### src/rtl/dp_bus_arbiter.sv
// ----------------------------------------------------------------------------
// dp_bus_arbiter
//   Shares the processor datapath between the instruction control circuit
//   (core) and a debug port that reads/writes the eight general registers.
//   The core owns the datapath for a whole instruction. Ownership only
//   changes at instruction boundaries. A burst limit on consecutive debug
//   transactions guarantees the core forward progress.
//
//   Optional feature macro: ARB_WATCHDOG_EN
//     defined   -> a CORE-ownership watchdog forces the state back to IDLE
//                  after WDOG_CYCLES cycles without core_last and pulses
//                  wdog_err for one cycle.
//     undefined -> no watchdog, wdog_err is tied 0.
//
// Ports
//   clk, rst              clock (rising edge), synchronous active-high reset
//   core_req/core_last    core instruction request / final instruction cycle
//   core_gnt              core owns the datapath
//   core_*                core datapath controls, passed through in CORE
//   dp_*                  datapath controls and external data
//   dp_bus                datapath shared bus, sampled on debug reads
//   dbg_req/we/reg/wdata  debug transaction request (level) and operands
//   dbg_ack               one-cycle completion pulse
//   dbg_rdata             last debug read value
//   wdog_err              watchdog expiry pulse
// ----------------------------------------------------------------------------
module dp_bus_arbiter #(
    parameter int DBG_BURST   = 2,
    parameter int WDOG_CYCLES = 16
) (
    input  logic        clk,
    input  logic        rst,
    input  logic        core_req,
    input  logic        core_last,
    output logic        core_gnt,
    input  logic [15:0] core_ext_data,
    input  logic        core_ext_data_en,
    input  logic        core_alu_reg_en,
    input  logic        core_alu_sel,
    input  logic        core_alu_out_en,
    input  logic        core_g_reg_en,
    input  logic [7:0]  core_reg_in_en,
    input  logic [7:0]  core_reg_out_en,
    output logic [15:0] dp_ext_data,
    output logic        dp_ext_data_en,
    output logic        dp_alu_reg_en,
    output logic        dp_alu_sel,
    output logic        dp_alu_out_en,
    output logic        dp_g_reg_en,
    output logic [7:0]  dp_reg_in_en,
    output logic [7:0]  dp_reg_out_en,
    input  logic [15:0] dp_bus,
    input  logic        dbg_req,
    input  logic        dbg_we,
    input  logic [2:0]  dbg_reg,
    input  logic [15:0] dbg_wdata,
    output logic        dbg_ack,
    output logic [15:0] dbg_rdata,
    output logic        wdog_err
);

    typedef enum logic [1:0] {
        IDLE     = 2'd0,
        CORE     = 2'd1,
        DBG_XFER = 2'd2,
        DBG_ACK  = 2'd3
    } state_t;

    localparam logic [3:0] BURST_LIM = 4'(DBG_BURST);

    state_t      state_q, state_d;
    logic [3:0]  burst_cnt_q, burst_cnt_d;
    logic [15:0] dbg_rdata_q, dbg_rdata_d;

    // Debug wins the arbitration unless it has used up its burst while the
    // core is waiting.
    logic arb_dbg;
    assign arb_dbg = dbg_req && ((burst_cnt_q < BURST_LIM) || !core_req);

`ifdef ARB_WATCHDOG_EN
    localparam int WW = $clog2(WDOG_CYCLES + 1);
    localparam logic [WW-1:0] WDOG_LAST = WW'(WDOG_CYCLES - 1);

    logic [WW-1:0] wdog_cnt_q, wdog_cnt_d;
    logic          wdog_err_q, wdog_err_d;
    logic          wdog_hit;

    // wdog_cnt_q holds the number of completed CORE cycles of the current
    // instruction, so WDOG_LAST marks the WDOG_CYCLES-th CORE cycle.
    assign wdog_hit = (state_q == CORE) && !core_last && (wdog_cnt_q == WDOG_LAST);
`endif

    // ---------------- next-state logic ----------------
    always_comb begin
        state_d     = state_q;
        burst_cnt_d = burst_cnt_q;
        dbg_rdata_d = dbg_rdata_q;
        case (state_q)
            IDLE, DBG_ACK: begin
                if (arb_dbg)       state_d = DBG_XFER;
                else if (core_req) state_d = CORE;
                else               state_d = IDLE;
            end
            CORE: begin
                if (core_last) begin
                    // Instruction boundary: the core made progress, so the
                    // debug burst budget is refilled.
                    burst_cnt_d = 4'd0;
                    if (dbg_req)       state_d = DBG_XFER;
                    else if (core_req) state_d = CORE;
                    else               state_d = IDLE;
                end
`ifdef ARB_WATCHDOG_EN
                else if (wdog_hit) begin
                    burst_cnt_d = 4'd0;
                    state_d     = IDLE;
                end
`endif
            end
            DBG_XFER: begin
                if (!dbg_we) dbg_rdata_d = dp_bus;
                if (burst_cnt_q != 4'd15) burst_cnt_d = burst_cnt_q + 4'd1;
                state_d = DBG_ACK;
            end
            default: state_d = IDLE;
        endcase
    end

`ifdef ARB_WATCHDOG_EN
    always_comb begin
        wdog_err_d = wdog_hit;
        // Counter is zero outside CORE, which also clears it on entry.
        wdog_cnt_d = '0;
        if (state_q == CORE && !core_last && !wdog_hit)
            wdog_cnt_d = wdog_cnt_q + 1'b1;
    end
`endif

    // ---------------- state registers ----------------
    always_ff @(posedge clk) begin
        if (rst) begin
            state_q     <= IDLE;
            burst_cnt_q <= 4'd0;
            dbg_rdata_q <= 16'd0;
`ifdef ARB_WATCHDOG_EN
            wdog_cnt_q  <= '0;
            wdog_err_q  <= 1'b0;
`endif
        end else begin
            state_q     <= state_d;
            burst_cnt_q <= burst_cnt_d;
            dbg_rdata_q <= dbg_rdata_d;
`ifdef ARB_WATCHDOG_EN
            wdog_cnt_q  <= wdog_cnt_d;
            wdog_err_q  <= wdog_err_d;
`endif
        end
    end

    // ---------------- outputs ----------------
    assign core_gnt  = (state_q == CORE);
    assign dbg_ack   = (state_q == DBG_ACK);
    assign dbg_rdata = dbg_rdata_q;
`ifdef ARB_WATCHDOG_EN
    assign wdog_err  = wdog_err_q;
`else
    assign wdog_err  = 1'b0;
`endif

    // Datapath drive: core passthrough in CORE, debug access in DBG_XFER,
    // quiet everywhere else.
    always_comb begin
        dp_ext_data    = 16'd0;
        dp_ext_data_en = 1'b0;
        dp_alu_reg_en  = 1'b0;
        dp_alu_sel     = 1'b0;
        dp_alu_out_en  = 1'b0;
        dp_g_reg_en    = 1'b0;
        dp_reg_in_en   = 8'd0;
        dp_reg_out_en  = 8'd0;
        case (state_q)
            CORE: begin
                dp_ext_data    = core_ext_data;
                dp_ext_data_en = core_ext_data_en;
                dp_alu_reg_en  = core_alu_reg_en;
                dp_alu_sel     = core_alu_sel;
                dp_alu_out_en  = core_alu_out_en;
                dp_g_reg_en    = core_g_reg_en;
                dp_reg_in_en   = core_reg_in_en;
                dp_reg_out_en  = core_reg_out_en;
            end
            DBG_XFER: begin
                if (dbg_we) begin
                    dp_ext_data    = dbg_wdata;
                    dp_ext_data_en = 1'b1;
                    dp_reg_in_en   = 8'd1 << dbg_reg;
                end else begin
                    dp_reg_out_en  = 8'd1 << dbg_reg;
                end
            end
            default: ;
        endcase
    end

endmodule

### config.mk
export PLATFORM = sky130hd
export DESIGN_NAME = dp_bus_arbiter
export DESIGN_NICKNAME = d
export VERILOG_FILES = /design/src/rtl/dp_bus_arbiter.sv
export SDC_FILE = /design/constraint.sdc
export NUM_CORES = 1
export LEC_CHECK = 0
export BUFFER_PORTS_ARGS = -buffer_cell sky130_fd_sc_hd__clkbuf_2
export CORE_ASPECT_RATIO = 1.1
export CORE_MARGIN = 4
export CORE_UTILIZATION = 41
export DETAILED_ROUTE_END_ITERATION = 16
export GPL_TIMING_DRIVEN = 1
export HOLD_SLACK_MARGIN = 0.1
export PLACE_DENSITY = 0.87
export SKIP_LAST_GASP = 1
export SYNTH_ARGS = -nofsm -noshare
export SYNTH_HDL_FRONTEND = slang
export SYNTH_SLANG_ARGS = --single-unit
export TNS_END_PERCENT = 5
### constraint.sdc
create_clock -name clk -period 3.19 [get_ports clk]
set_input_delay 0.957 -clock clk [delete_from_list [all_inputs] [get_ports clk]]
set_output_delay 0.957 -clock clk [all_outputs]
set_load 0.05 [all_outputs]
======== Word-level counts from Yosys, hierarchy flattened ========
Cells that the tools add are included.
word-level totals
  output and inout bits ................... 56
  input bits .............................. 78
  logic and storage cells ................. 41
  register bits after elaboration ......... 22
operators by class
  bitwise operators ....................... 1
  equality and inequality tests ........... 6
  $lt $le $gt $ge ......................... 1
  add/subtract/negate cells ............... 1
  reductions and logical operators ........ 8
  shift-type cells ........................ 1
  mux-type cells .......................... 20
operator list
  kind                   count
  $pmux W16 S2           1
  $pmux W8 S2            2
  $mux W16               1
  $mux W8                2
  $mux W4                2
  $pmux W4 S2            1
  $shl A1 B3 Y8 const A  1
  $mux W1                6
  $mux W2                3
  $pmux W2 S3            1
  $add A4 B1 Y4 const B  1
  $eq A2 B2 Y1 const B   2
  $lt A4 B2 Y1 const B   1
  $ne A2 B2 Y1 const B   2
  $ne A4 B4 Y1 const B   1
  $reduce_and A3 Y1      1
  $eq A2 B1 Y1 const B   1
  $logic_not A2 Y1       1
  $pmux W1 S2            1
  $reduce_and A2 Y1      1
  $reduce_bool A2 Y1     1
  $reduce_or A2 Y1       1
  $logic_and A1 B1 Y1    1
  $logic_not A1 Y1       1
  other kinds (2)        2

======== Longest topological paths before layout ========
Gate-level depths: netlist of run 1.
  depth after elaboration ................. 5
  depth in mapped cells ................... 7
  mapped depth without buffers ............ 5

======== Least setup slack after synthesis of run 1 ========
No wires, ideal clock.
  path type ............................... input-to-output
  start ................................... input dbg_we
  end ..................................... output dp_reg_out_en[1]
  arrival time ............................ 2.335 ns
  cell stages on the path ................. 4
  slack ................................... -0.102 ns
  required time ........................... 2.233 ns
  path buffers ............................ 1
  path through ............................ nand2b_1 -> buf_2 -> or3_1 -> a21oi_1
between the ends
  cells in the longest elaborated chain, start to end .. 2
RTL lines
  what         RTL line  source
  from (decl)  54        input logic dbg_we,
  $mux W8      193       if (dbg_we) begin
  $pmux W8 S2  181       case (state_q)
  to (decl)    51        output logic [7:0] dp_reg_out_en,
No other way between the ends.

======== Worst setup path in the final report of run 1 ========
  start ................................... register state_q[1]
  end ..................................... output dp_ext_data[10]
between the ends
  cells in the longest elaborated chain, start to end .. 2
  elaborated cells on any way between the ends .. 3
  classes of those cells .................. eq/ne: 2; mux: 1
RTL lines
  what                                          RTL line  source
  from (decl)                                   71        state_t state_q, state_d;
  from (signal assigned)                        150       state_q <= state_d;
  $eq A2 B2 Y1 or $eq A2 B1 Y1 (tied branches)  181
  $pmux W16 S2 *                                181
  to (decl)                                     44        output logic [15:0] dp_ext_data,
Mark *: on every way between the ends. The rest lies on a longest branch, timed or not.

==> results of run 1 <==
## worst max-delay path: stages, from the launching register on
cell and delay, ps:
dfxtp_1 410, ha_2 300, and2_1 270, buf_4 250
a22oi_1 90, nor2_1 120, clkbuf_2 290
## layer usage
metal  wire, um  GRT usage (%)  vias up  share of wire (%)
met5          0              0        -                  0
met4         82           5.99        0                1.6
met3        354           2.98        9                7.0
met2       2580           38.0       69                 51
met1       2050           24.1      869                 40
li1           -              -     1009                  -
## flip-flops by register name, summed over array words and instances (netlist names)
register / flops
state_q: 2
burst_cnt_q: 4
dbg_rdata: 16
## kinds of logic (layout without fill, tap and decap cells)
group | count (synthesis) | after routing
buffers and inverters | 26 | 147
adder cells (fa/ha/maj) | 4 | 4
multiplexers | 2 | 2
AO/OA/AOI/OAI | 63 | 63
flip-flops | 22 | 22
other | 1 | 1
AND/OR/NAND/NOR | 103 | 103
## final timing paths
check	endpoint	startpoint	cells past startpoint
worst min-delay path	dbg_rdata[5]	dbg_rdata[5]	2
worst min register to register	dbg_rdata[5]	dbg_rdata[5]	2
worst max register to register	burst_cnt_q[3]	state_q[1]	6
worst max-delay path	dp_ext_data[10]	state_q[1]	6
## where the power goes
| group | switching (mW) | internal (mW) |
|---|---|---|
| registers | 0.0168 | 0.299 |
| logic | 0.415 | 0.162 |
| clock network | 0.0867 | 0.127 |
## layout by cell type, fill, tap and decap left out, types with 2 or more instances in the layout
cell and instances:
clkbuf_2 129, nand2_1 46, a21oi_1 30, nor2_1 24
dfxtp_1 22, a22oi_1 16, or3_1 8, a32oi_1 6
buf_4 6, inv_1 5, nand2b_1 5, and2_1 5
nor2b_1 4, nand4_1 4, o21ai_0 3, ha_1 3
clkbuf_4 3, buf_12 3, nand3b_1 2, mux2i_1 2
o31ai_1 2
## area by class of cell
type                       instances  area (um2)
multi-input combinational        173         953
tap                               48        60.1
clock inverter                     1        30.0
clock buffer                       3        22.5
sequential                        22         440
timing repair buffer             138         751
inverter                           5        18.8
fill                             314        1160
==> results by group, run 1 <==
Status
  • Status: complete, no violations

Finish
  • Layout cell share with drive strength beyond 1: 42.1%
  • Area Growth Syn to Fin: 51.1%
  • Fin area: 2280 um2
  • Antenna diodes: 0
  • Post-route insts no fill: 390
  • Final nets: 425
  • Finished Core Util: between 60 and 70%

Logic synthesis
  • Async SR Flop Fraction: 0%
  • FF+latch count, synth: 22
  • Post-synth top area cell: dfxtp_1
  • Top cell type's share of synthesized area: between 20% and 30%
  • Most frequently used flop master after synthesis: dfxtp_1
  • Post-synth cell types: 32
  • Top post-synthesis cells by area: dfxtp_1 29%, nand2_1 11%, a21oi_1 10%
  • Largest family of logic cells by synthesized area: simple AND/OR/NAND/NOR gates
  • Synth cell count leaders: 46 x nand2_1, 31 x a21oi_1, 24 x nor2_1
  • Syn_area_per_cell: about 7 um2
  • EDFF count, synth: 0
  • Synth Area in Compound Gates: 26.4%
  • Synth Area in Simple Gates: 31.6%
  • Net Count, Synth: 303
  • Post-Synth XOR/XNOR Area: 0%
  • Cell Area, Synth: 1510 um2
  • Post-Syn Instances: 221
  • Post-synthesis mux area share: 1.33%
  • Sequential area share after synthesis: 29.2%
  • Count leader, synth: nand2_1
  • Ys Warns: 0
  • Adder-Cell Fraction of Synth Area: 3.32%

Clock tree
  • Num Clock Sinks: 22
  • CTS Root Cell: clkbuf_4
  • TritonCTS clock tree: yes
  • Total CTS buffers: 3
  • # H-tree levels: 1
  • Setup Buffers After CTS: 0
  • Clk_lat worst skew: between 300 and 400 ps
  • Hold Buf Count CTS: 0
  • Clk slew on worst S/H paths: 130 ps
  • Post-cts resize count: 0
  • Clock Path Buffers: 2

Global routing
  • Total congestion overflow: 0
  • Number of global-route vias before repair: 1,720
  • Largest net degree at the start of global routing: between 40 and 50
  • First-pass GRT wire length: 7880 um
  • Antenna violations before repair: 0
  • Total GRT Usage: about 21%

Route
  • Initial DRT Pass Iterations: 4
  • Remaining DRCs: 0
  • Routed WL: 5060 um
  • DR vias: 1,956
  • Routed vias/inst: 5.02
  • WL/cell: 13.0 um
  • Initial DRC count: 139
  • Final ANT Viol Nets: 0

Place
  • Placed Area: between 2000 and 2500 um2
  • DP Cell Count: between 300 and 400
  • DP HPWL: 3990 um
  • Buffers on Ports: 132
  • Routability cong.: 0.797
  • Setup slack at placement: roughly 190 ps

STA
  • Hold WS: 465 ps
  • Setup Viol. Count Final: 0
  • Worst setup margin: 183 ps
  • Clk_skew: 16.5 ps
  • Hold Vio Cnt, Final: 0
  • Slew Viols, Final: 0
  • Final min period: between 3000 and 4000 ps
  • RSZ-0062 raised after global routing: no
  • Fmax: approximately 330 MHz
  • Final period utilization: 94.3%
  • Setup TNS: 0 ps

Critical path
  • Critical-path maximum fanout: 16
  • Critical Path AT: 2050 ps
  • Kind of critical path: reg2out
  • Critical Path Source Type: flop
  • Critical path endpoint category: output port
  • Worst Path Required: ~2200 ps
  • Reg-to-reg slack, setup: 1440 ps

Power
  • Pwr Density: 486 nW/um2
  • Tot Pwr: approximately 1.1 mW
  • Maximum vdd drop: approximately 0.25 mV
  • Lkg Pwr: 1.07 nW

Floorplan
  • Initial core utilization: 43.8%
  • Die Y-Extent: 71.6 um
  • Die Span X: 65.8 um
  • # IOs: around 130
  • CORE AREA: between 3000 and 4000 um2
  • Die footprint: 4710 um2
  • Row count: 22

Job
  • Max-Cap Viols: 0

Min path
  • Worst hold-check path type: reg2reg
No activity file was read; power rests on OpenSTA's default activity.
==> run 2: changes to the inputs <==
--- a/config.mk
+++ b/config.mk
@@ -5,14 +5,16 @@
 export SDC_FILE = /design/constraint.sdc
 export NUM_CORES = 1
 export LEC_CHECK = 0
+export ABC_AREA = 1
 export BUFFER_PORTS_ARGS = -buffer_cell sky130_fd_sc_hd__clkbuf_2
 export CORE_ASPECT_RATIO = 1.1
 export CORE_MARGIN = 4
-export CORE_UTILIZATION = 41
+export CORE_UTILIZATION = 38
+export CTS_CLUSTER_DIAMETER = 60
 export DETAILED_ROUTE_END_ITERATION = 16
 export GPL_TIMING_DRIVEN = 1
 export HOLD_SLACK_MARGIN = 0.1
-export PLACE_DENSITY = 0.87
+export PLACE_DENSITY = 0.8
 export SKIP_LAST_GASP = 1
 export SYNTH_ARGS = -nofsm -noshare
 export SYNTH_HDL_FRONTEND = slang
==> constraint.sdc (replaced) <==
create_clock -name clk -period 3.31 [get_ports clk]
set_input_delay 0.993 -clock clk [delete_from_list [all_inputs] [get_ports clk]]
set_output_delay 0.993 -clock clk [all_outputs]
set_load 0.05 [all_outputs]
==> results by group, run 2 <==
Finish
  • Post-route insts no fill: 438 (was 390)
  • Most frequent cells in the layout: 132 x clkbuf_2, 76 x nand2_1, 40 x nor2_1 (was 129 x clkbuf_2, 46 x nand2_1, 30 x a21oi_1)
  • Max reg flops: 16 (unchanged)
  • Register Area: 440 um2 (unchanged)
  • Antenna diodes: 0 (unchanged)
  • Final nets: 469 (was 425)
  • Area Growth Syn to Fin: 45.2% (was 51.1%)
  • Fill cells: 410 (was 314)
  • Fin area: 2280 um2 (about the same)
  • Area of the multi-input gates: 955 um2 (was 953 um2)
  • Layout cell share with drive strength beyond 1: 38.9% (was 42.1%)
  • Finished Core Util: 57.2% (was 66.1%)
  • Most common cell after layout, fill and taps aside: clkbuf_2 (unchanged)

Clock tree
  • CTS Root Cell: clkbuf_8 (was clkbuf_4)
  • # H-tree levels: 1 (unchanged)
  • Num Clock Sinks: 22 (unchanged)
  • Post-cts resize count: 0 (unchanged)
  • Clock Path Buffers: 2 (unchanged)
  • Hold Buf Count CTS: 0 (unchanged)
  • Setup Buffers After CTS: 0 (unchanged)
  • Clk slew on worst S/H paths: 80 ps (was 130 ps)
  • Total CTS buffers: 3 (unchanged)
  • TritonCTS clock tree: yes (unchanged)
  • Clk_lat worst skew: 260 ps (was 320 ps)

Critical path
  • Critical Path Source Type: primary input (was flop)
  • Instance count on the critical path: 6 (unchanged)
  • Worst path bufs/invs: 3 (was 2)
  • Reg-to-reg slack, setup: 1460 ps (was 1440 ps)
  • R2r worst-path depth: 9 (was 6)
  • Kind of critical path: in2out (was reg2out)
  • R2r startpoint: state_q[0] (was state_q[1])
  • Critical-path maximum fanout: 24 (was 16)
  • Critical path endpoint category: output port (unchanged)
  • Worst Path Required: 2320 ps (was 2230 ps)
  • CP max stage delay: 320 ps (was 410 ps)
  • Critical Path AT: 2140 ps (was 2050 ps)
  • Delay-heaviest family, CP: buffers and inverters (unchanged)
  • Worst path slowest cell: inv_2 (was dfxtp_1)
  • R2R Path End: burst_cnt_q[0] (was burst_cnt_q[3])
  • Worst path cell trace: clkbuf_2 -> nand2_1 -> inv_2 -> nand2_1 -> a21oi_1 -> clkbuf_2 (was ha_2 -> and2_1 -> buf_4 -> a22oi_1 -> nor2_1 -> clkbuf_2)

Logic synthesis
  • Async SR Flop Fraction: 0% (unchanged)
  • Post-synth top area cell: dfxtp_1 (unchanged)
  • Count leader, synth: nand2_1 (unchanged)
  • Ys Warns: 0 (unchanged)
  • Cell Area, Synth: 1570 um2 (was 1510 um2)
  • Post-Syn Instances: 262 (was 221)
  • FF+latch count, synth: 22 (unchanged)
  • Most frequently used flop master after synthesis: dfxtp_1 (unchanged)
  • EDFF count, synth: 0 (unchanged)
  • Sequential area share after synthesis: 28.0% (was 29.2%)
  • Syn_area_per_cell: 6.01 um2 (was 6.82 um2)
  • Top cell type's share of synthesized area: 28.0% (was 29.2%)
  • Top post-synthesis cells by area: dfxtp_1 28%, nand2_1 18%, a21oi_1 10% (was dfxtp_1 29%, nand2_1 11%, a21oi_1 10%)
  • Synth cell count leaders: 76 x nand2_1, 40 x nor2_1, 33 x a21oi_1 (was 46 x nand2_1, 31 x a21oi_1, 24 x nor2_1)
  • Post-synth cell types: 26 (was 32)
  • Net Count, Synth: 344 (was 303)

Power
  • Clock network power share: 19.1% (was 19.3%)
  • Switch Pwr: 461 uW (was 518 uW)
  • Net Sw Frac: 46.8% (about the same)
  • Pwr Density: 431 nW/um2 (was 486 nW/um2)
  • Maximum vdd drop: 0.317 mV (was 0.254 mV)
  • Int Power: 523 uW (was 588 uW)
  • Comb power frac: 49.7% (was 52.1%)
  • Lkg Pwr: 1.23 nW (was 1.07 nW)
  • Reg power frac: 31.2% (was 28.6%)

Min path
  • Worst hold start: dbg_rdata[1] (was dbg_rdata[5])
  • Hold path depth: 2 (unchanged)
  • Hold EP: dbg_rdata[1] (was dbg_rdata[5])
  • Worst hold-check path type: reg2reg (unchanged)

STA
  • Clk_skew: 4.47 ps (was 16.5 ps)
  • RSZ-0062 raised after global routing: no (unchanged)
  • Hold WS: 504 ps (was 465 ps)
  • Final period utilization: a little over nine tenths
  • Slew Viols, Final: 0 (unchanged)
  • Hold Vio Cnt, Final: 0 (unchanged)
  • Setup Viol. Count Final: 0 (unchanged)
  • Fmax: 319 MHz
  • Setup TNS: 0 ps (unchanged)
  • Final min period: 3140 ps

Route
  • Remaining DRCs: 0 (unchanged)
  • Routed WL: 5510 um (was 5060 um)
  • Final ANT Viol Nets: 0 (unchanged)
  • DR vias: 2,094 (was 1,956)
  • WL/cell: 12.6 um (was 13.0 um)
  • Routed vias/inst: 4.78 (was 5.02)
  • Initial DRT Pass Iterations: 4 (unchanged)
  • Initial DRC count: 117 (was 139)

Global routing
  • Total congestion overflow: 0 (unchanged)
  • Total GRT Usage: 19.6% (was 20.6%)
  • Number of global-route vias before repair: 1,825 (was 1,720)
  • Largest net degree at the start of global routing: 38 (was 44)
  • First-pass GRT wire length: 8450 um (was 7880 um)
  • Antenna violations before repair: 0 (unchanged)

Place
  • Routability cong.: 0.833 (was 0.797)
  • Placed Area: 2230 um2 (was 2220 um2)
  • DP Cell Count: 434 (was 386)
  • Buffers on Ports: 132 (unchanged)
  • DP HPWL: 4460 um (was 3990 um)

Floorplan
  • Row count: 24 (was 22)
  • CORE AREA: 3990 um2 (was 3440 um2)
  • Initial core utilization: 39.4% (was 43.8%)
  • Die footprint: 5240 um2 (was 4710 um2)
  • Die Y-Extent: 75.5 um (was 71.6 um)
  • # IOs: 134 (unchanged)
  • Die Span X: 69.4 um (was 65.8 um)

Status
  • Status: complete, no violations (unchanged)

Job
  • Max-Cap Viols: 0 (unchanged)
-- run 2: logic make-up (layout without fill, tap and decap cells) --
| kind of cell | count (synthesis) | count (layout) | synth area share [%] |
|---|---|---|---|
| AND/OR/NAND/NOR | 136 | 136 | 36.5 |
| AO/OA/AOI/OAI | 61 | 61 | 20.2 |
| buffers and inverters | 37 | 161 | 11.4 |
| flip-flops | 22 | 22 | 28.0 |
| adder cells (fa/ha/maj) | 4 | 4 | 3.18 |
| other | 1 | 1 | 0.238 |
| XOR/XNOR | 1 | 1 | 0.557 |
-- run 2: cell type report --
| cell class | instances | share of cell area [%] |
|---|---|---|
| Clock buffer | 4 | 2.41 |
| Multi-Input combinational cell | 203 | 41.8 |
| Inverter | 21 | 3.45 |
| Timing Repair Buffer | 136 | 30.2 |
| Sequential cell | 22 | 19.3 |
| Tap cell | 52 | 2.85 |
-- run 2: through the flow --
| stage | worst slack (ps) | power (mW) |
|---|---|---|
| after floorplan | 126 | 0.671 |
| after global placement | 197 | 0.798 |
| after detailed placement | 166 | 0.804 |
| after CTS | 158 | 0.993 |
| after global routing | 10.6 | 1.05 |
| final | 172 | 0.984 |
-- run 2: worst max path at each step --
stage | slack (ps) | end | from
2_1_floorplan | 130 | dp_ext_data[0] | state_q[0]
5_1_grt | 10 | dp_ext_data[3] | dbg_we
4_1_cts | 160 | dp_ext_data[3] | dbg_we
3_3_place_gp | 200 | dp_ext_data[3] | dbg_we
3_5_place_dp | 170 | dp_ext_data[3] | dbg_we
6_report | 170 | dp_ext_data[3] | dbg_we
-- run 2: worst register-to-register path, delay by kind of cell, from the launching register on --
kind,cells,cell delay (ps)
AOI/OAI and AO/OA,1,130
adders and majority gates,1,290
buffers and inverters,2,510
DFF,1,390
and+or+nand+nor,5,430
-- run 2: power groups by stage --
stage / clock (mW) / combinational [mW] / sequential [mW]
2_1_floorplan: 0 / 0.293 / 0.377
3_3_place_gp: 0 / 0.487 / 0.311
3_5_place_dp: 0 / 0.492 / 0.312
4_1_cts: 0.194 / 0.493 / 0.307
5_1_grt: 0.207 / 0.531 / 0.310
6_report: 0.188 / 0.489 / 0.307
-- run 2: routing by layer --
metal  vias to the layer above  global-route usage, %  share of wire (%)
met3                         6                   8.58                 13
met1                       905                   22.3                 39
met5                         -                      0                  0
li1                       1076                      -                  -
met4                         0                   4.99               0.76
met2                       107                   34.3                 46
==> run 3: changes to the inputs <==
--- a/config.mk
+++ b/config.mk
@@ -8,13 +8,14 @@
 export ABC_AREA = 1
 export BUFFER_PORTS_ARGS = -buffer_cell sky130_fd_sc_hd__clkbuf_2
 export CORE_ASPECT_RATIO = 1.1
-export CORE_MARGIN = 4
+export CORE_MARGIN = 1.5
 export CORE_UTILIZATION = 38
 export CTS_CLUSTER_DIAMETER = 60
 export DETAILED_ROUTE_END_ITERATION = 16
 export GPL_TIMING_DRIVEN = 1
 export HOLD_SLACK_MARGIN = 0.1
 export PLACE_DENSITY = 0.8
+export RECOVER_POWER = 25
 export SKIP_LAST_GASP = 1
 export SYNTH_ARGS = -nofsm -noshare
 export SYNTH_HDL_FRONTEND = slang
==> results by group, run 3 (synthesis gave the netlist of run 2 again) <==
STA
  • Setup TNS: 0 ps (unchanged)
  • Slew Viols, Final: 0 (unchanged)
  • Clk_skew: 4.18 ps (was 4.47 ps)
  • Final min period: 3170 ps (was 3140 ps)
  • Hold WS: 509 ps (was 504 ps)
  • Setup Viol. Count Final: 0 (unchanged)
  • RSZ-0062 raised after global routing: no (unchanged)
  • Final period utilization: 95.7% (was 94.8%)
  • Fmax: 316 MHz (was 319 MHz)
  • Hold Vio Cnt, Final: 0 (unchanged)

Floorplan
  • Die footprint: 4540 um2 (was 5240 um2)
  • Row count: 24 (unchanged)
  • CORE AREA: 3960 um2 (was 3990 um2)
  • Initial core utilization: 39.7% (was 39.4%)
  • Die Span X: 64.4 um (was 69.4 um)
  • # IOs: 134 (unchanged)
  • Die Y-Extent: 70.5 um (was 75.5 um)

Global routing
  • Total GRT Usage: 21.9% (was 19.6%)
  • Antenna violations before repair: 0 (unchanged)
  • First-pass GRT wire length: 8160 um (was 8450 um)
  • Largest net degree at the start of global routing: 37 (was 38)
  • Total congestion overflow: 0 (unchanged)
  • Number of global-route vias before repair: 1,903 (was 1,825)

Clock tree
  • Clock Path Buffers: 2 (unchanged)
  • Hold Buf Count CTS: 0 (unchanged)
  • CTS Root Cell: clkbuf_8 (unchanged)
  • Total CTS buffers: 3 (unchanged)
  • Num Clock Sinks: 22 (unchanged)
  • # H-tree levels: 1 (unchanged)
  • TritonCTS clock tree: yes (unchanged)
  • Post-cts resize count: 0 (unchanged)
  • Clk slew on worst S/H paths: 80 ps (about the same)
  • Clk_lat worst skew: 260 ps (about the same)
  • Setup Buffers After CTS: 0 (unchanged)

Route
  • Final ANT Viol Nets: 0 (unchanged)
  • Initial DRC count: 64 (was 117)
  • Routed met1 length: 2100 um (was 2170 um)
  • WL/cell: 11.7 um (was 12.6 um)
  • Initial DRT Pass Iterations: 4 (unchanged)
  • Routed WL: 5120 um (was 5510 um)
  • Routed met3 length: 529 um (was 739 um)
  • Max Used Layer: met4 (unchanged)
  • DR vias: 2,068 (was 2,094)
  • Remaining DRCs: 0 (unchanged)
  • Detail Route met2 WL: 2430 um (was 2560 um)
  • Routed vias/inst: 4.73 (was 4.78)

Power
  • Pwr Density: 429 nW/um2 (was 431 nW/um2)
  • Lkg Pwr: 1.22 nW (was 1.23 nW)
  • Maximum vdd drop: 0.346 mV (was 0.317 mV)

Job
  • Max-Cap Viols: 0 (unchanged)

Critical path
  • Critical-path maximum fanout: 24 (unchanged)
  • Critical Path AT: 2180 ps (was 2140 ps)
  • Kind of critical path: in2out (unchanged)
  • Worst Path Required: 2320 ps (about the same)
  • Critical Path Source Type: primary input (unchanged)
  • Critical path endpoint category: output port (unchanged)

Finish
  • Fill cells: 426 (was 410)
  • Finished Core Util: 57.0% (was 57.2%)
  • Final nets: 468 (was 469)
  • Register Area: 440 um2 (unchanged)
  • Antenna diodes: 0 (unchanged)
  • Max reg flops: 16 (unchanged)
  • Area of the multi-input gates: 940 um2 (was 955 um2)
  • Area Growth Syn to Fin: 43.6% (was 45.2%)
  • Most frequent cells in the layout: 131 x clkbuf_2, 77 x nand2_1, 41 x nor2_1 (was 132 x clkbuf_2, 76 x nand2_1, 40 x nor2_1)
  • Most common cell after layout, fill and taps aside: clkbuf_2 (unchanged)
  • Layout cell share with drive strength beyond 1: 37.4% (was 38.9%)

Status
  • Status: complete, no violations (unchanged)

Min path
  • Worst hold-check path type: reg2reg (unchanged)

Place
  • Buffers on Ports: 132 (unchanged)
  • Routability cong.: 0.809 (was 0.833)
  • DP HPWL: 4020 um (was 4460 um)
run 3: worst paths after layout:
kind / from / endpoint / slack [ps] / depth (start not counted)
worst min-delay path: dbg_rdata[1] / dbg_rdata[1] / 510 / 2
worst min register to register: dbg_rdata[1] / dbg_rdata[1] / 510 / 2
worst max-delay path: dbg_we / dp_ext_data[1] / 140 / 6
worst max register to register: state_q[0] / dbg_rdata[0] / 1400 / 7
run 3: final cells by class:
type	instances	area share, %
Tap cell	52	2.88
Multi-Input combinational cell	203	41.6
Sequential cell	22	19.5
Timing Repair Buffer	135	30.2
Clock buffer	4	2.43
Inverter	21	3.49
run 3: per-layer routing:
metal / vias up / track usage (%)
met5: - / 0
met4: 0 / 5.20
met3: 6 / 6.28
met2: 98 / 40.7
met1: 889 / 24.4
li1: 1075 / -
run 3: metrics by stage:
step	instance area, um2	power (mW)	std cells	setup WS [ps]
final	2260	0.969	437	141
after global routing	2260	1.02	437	44.7
after CTS	2280	0.982	437	117
after detailed placement	2220	0.794	433	120
after global placement	2220	0.788	433	136
after floorplan	1570	0.671	262	126
run 3: worst max-delay path, cell delays in order:
cell and delay, ps:
clkbuf_2 150, nand2_1 90, inv_2 320, nand2_1 90
a21oi_1 210, clkbuf_2 320
run 3: power by group:
| group | internal [mW] | switching [mW] | leakage (nW) |
|---|---|---|---|
| Combinational | 0.118 | 0.355 | 1.02 |
| Clock | 0.106 | 0.0835 | 0.0288 |
| Sequential | 0.291 | 0.0160 | 0.179 |
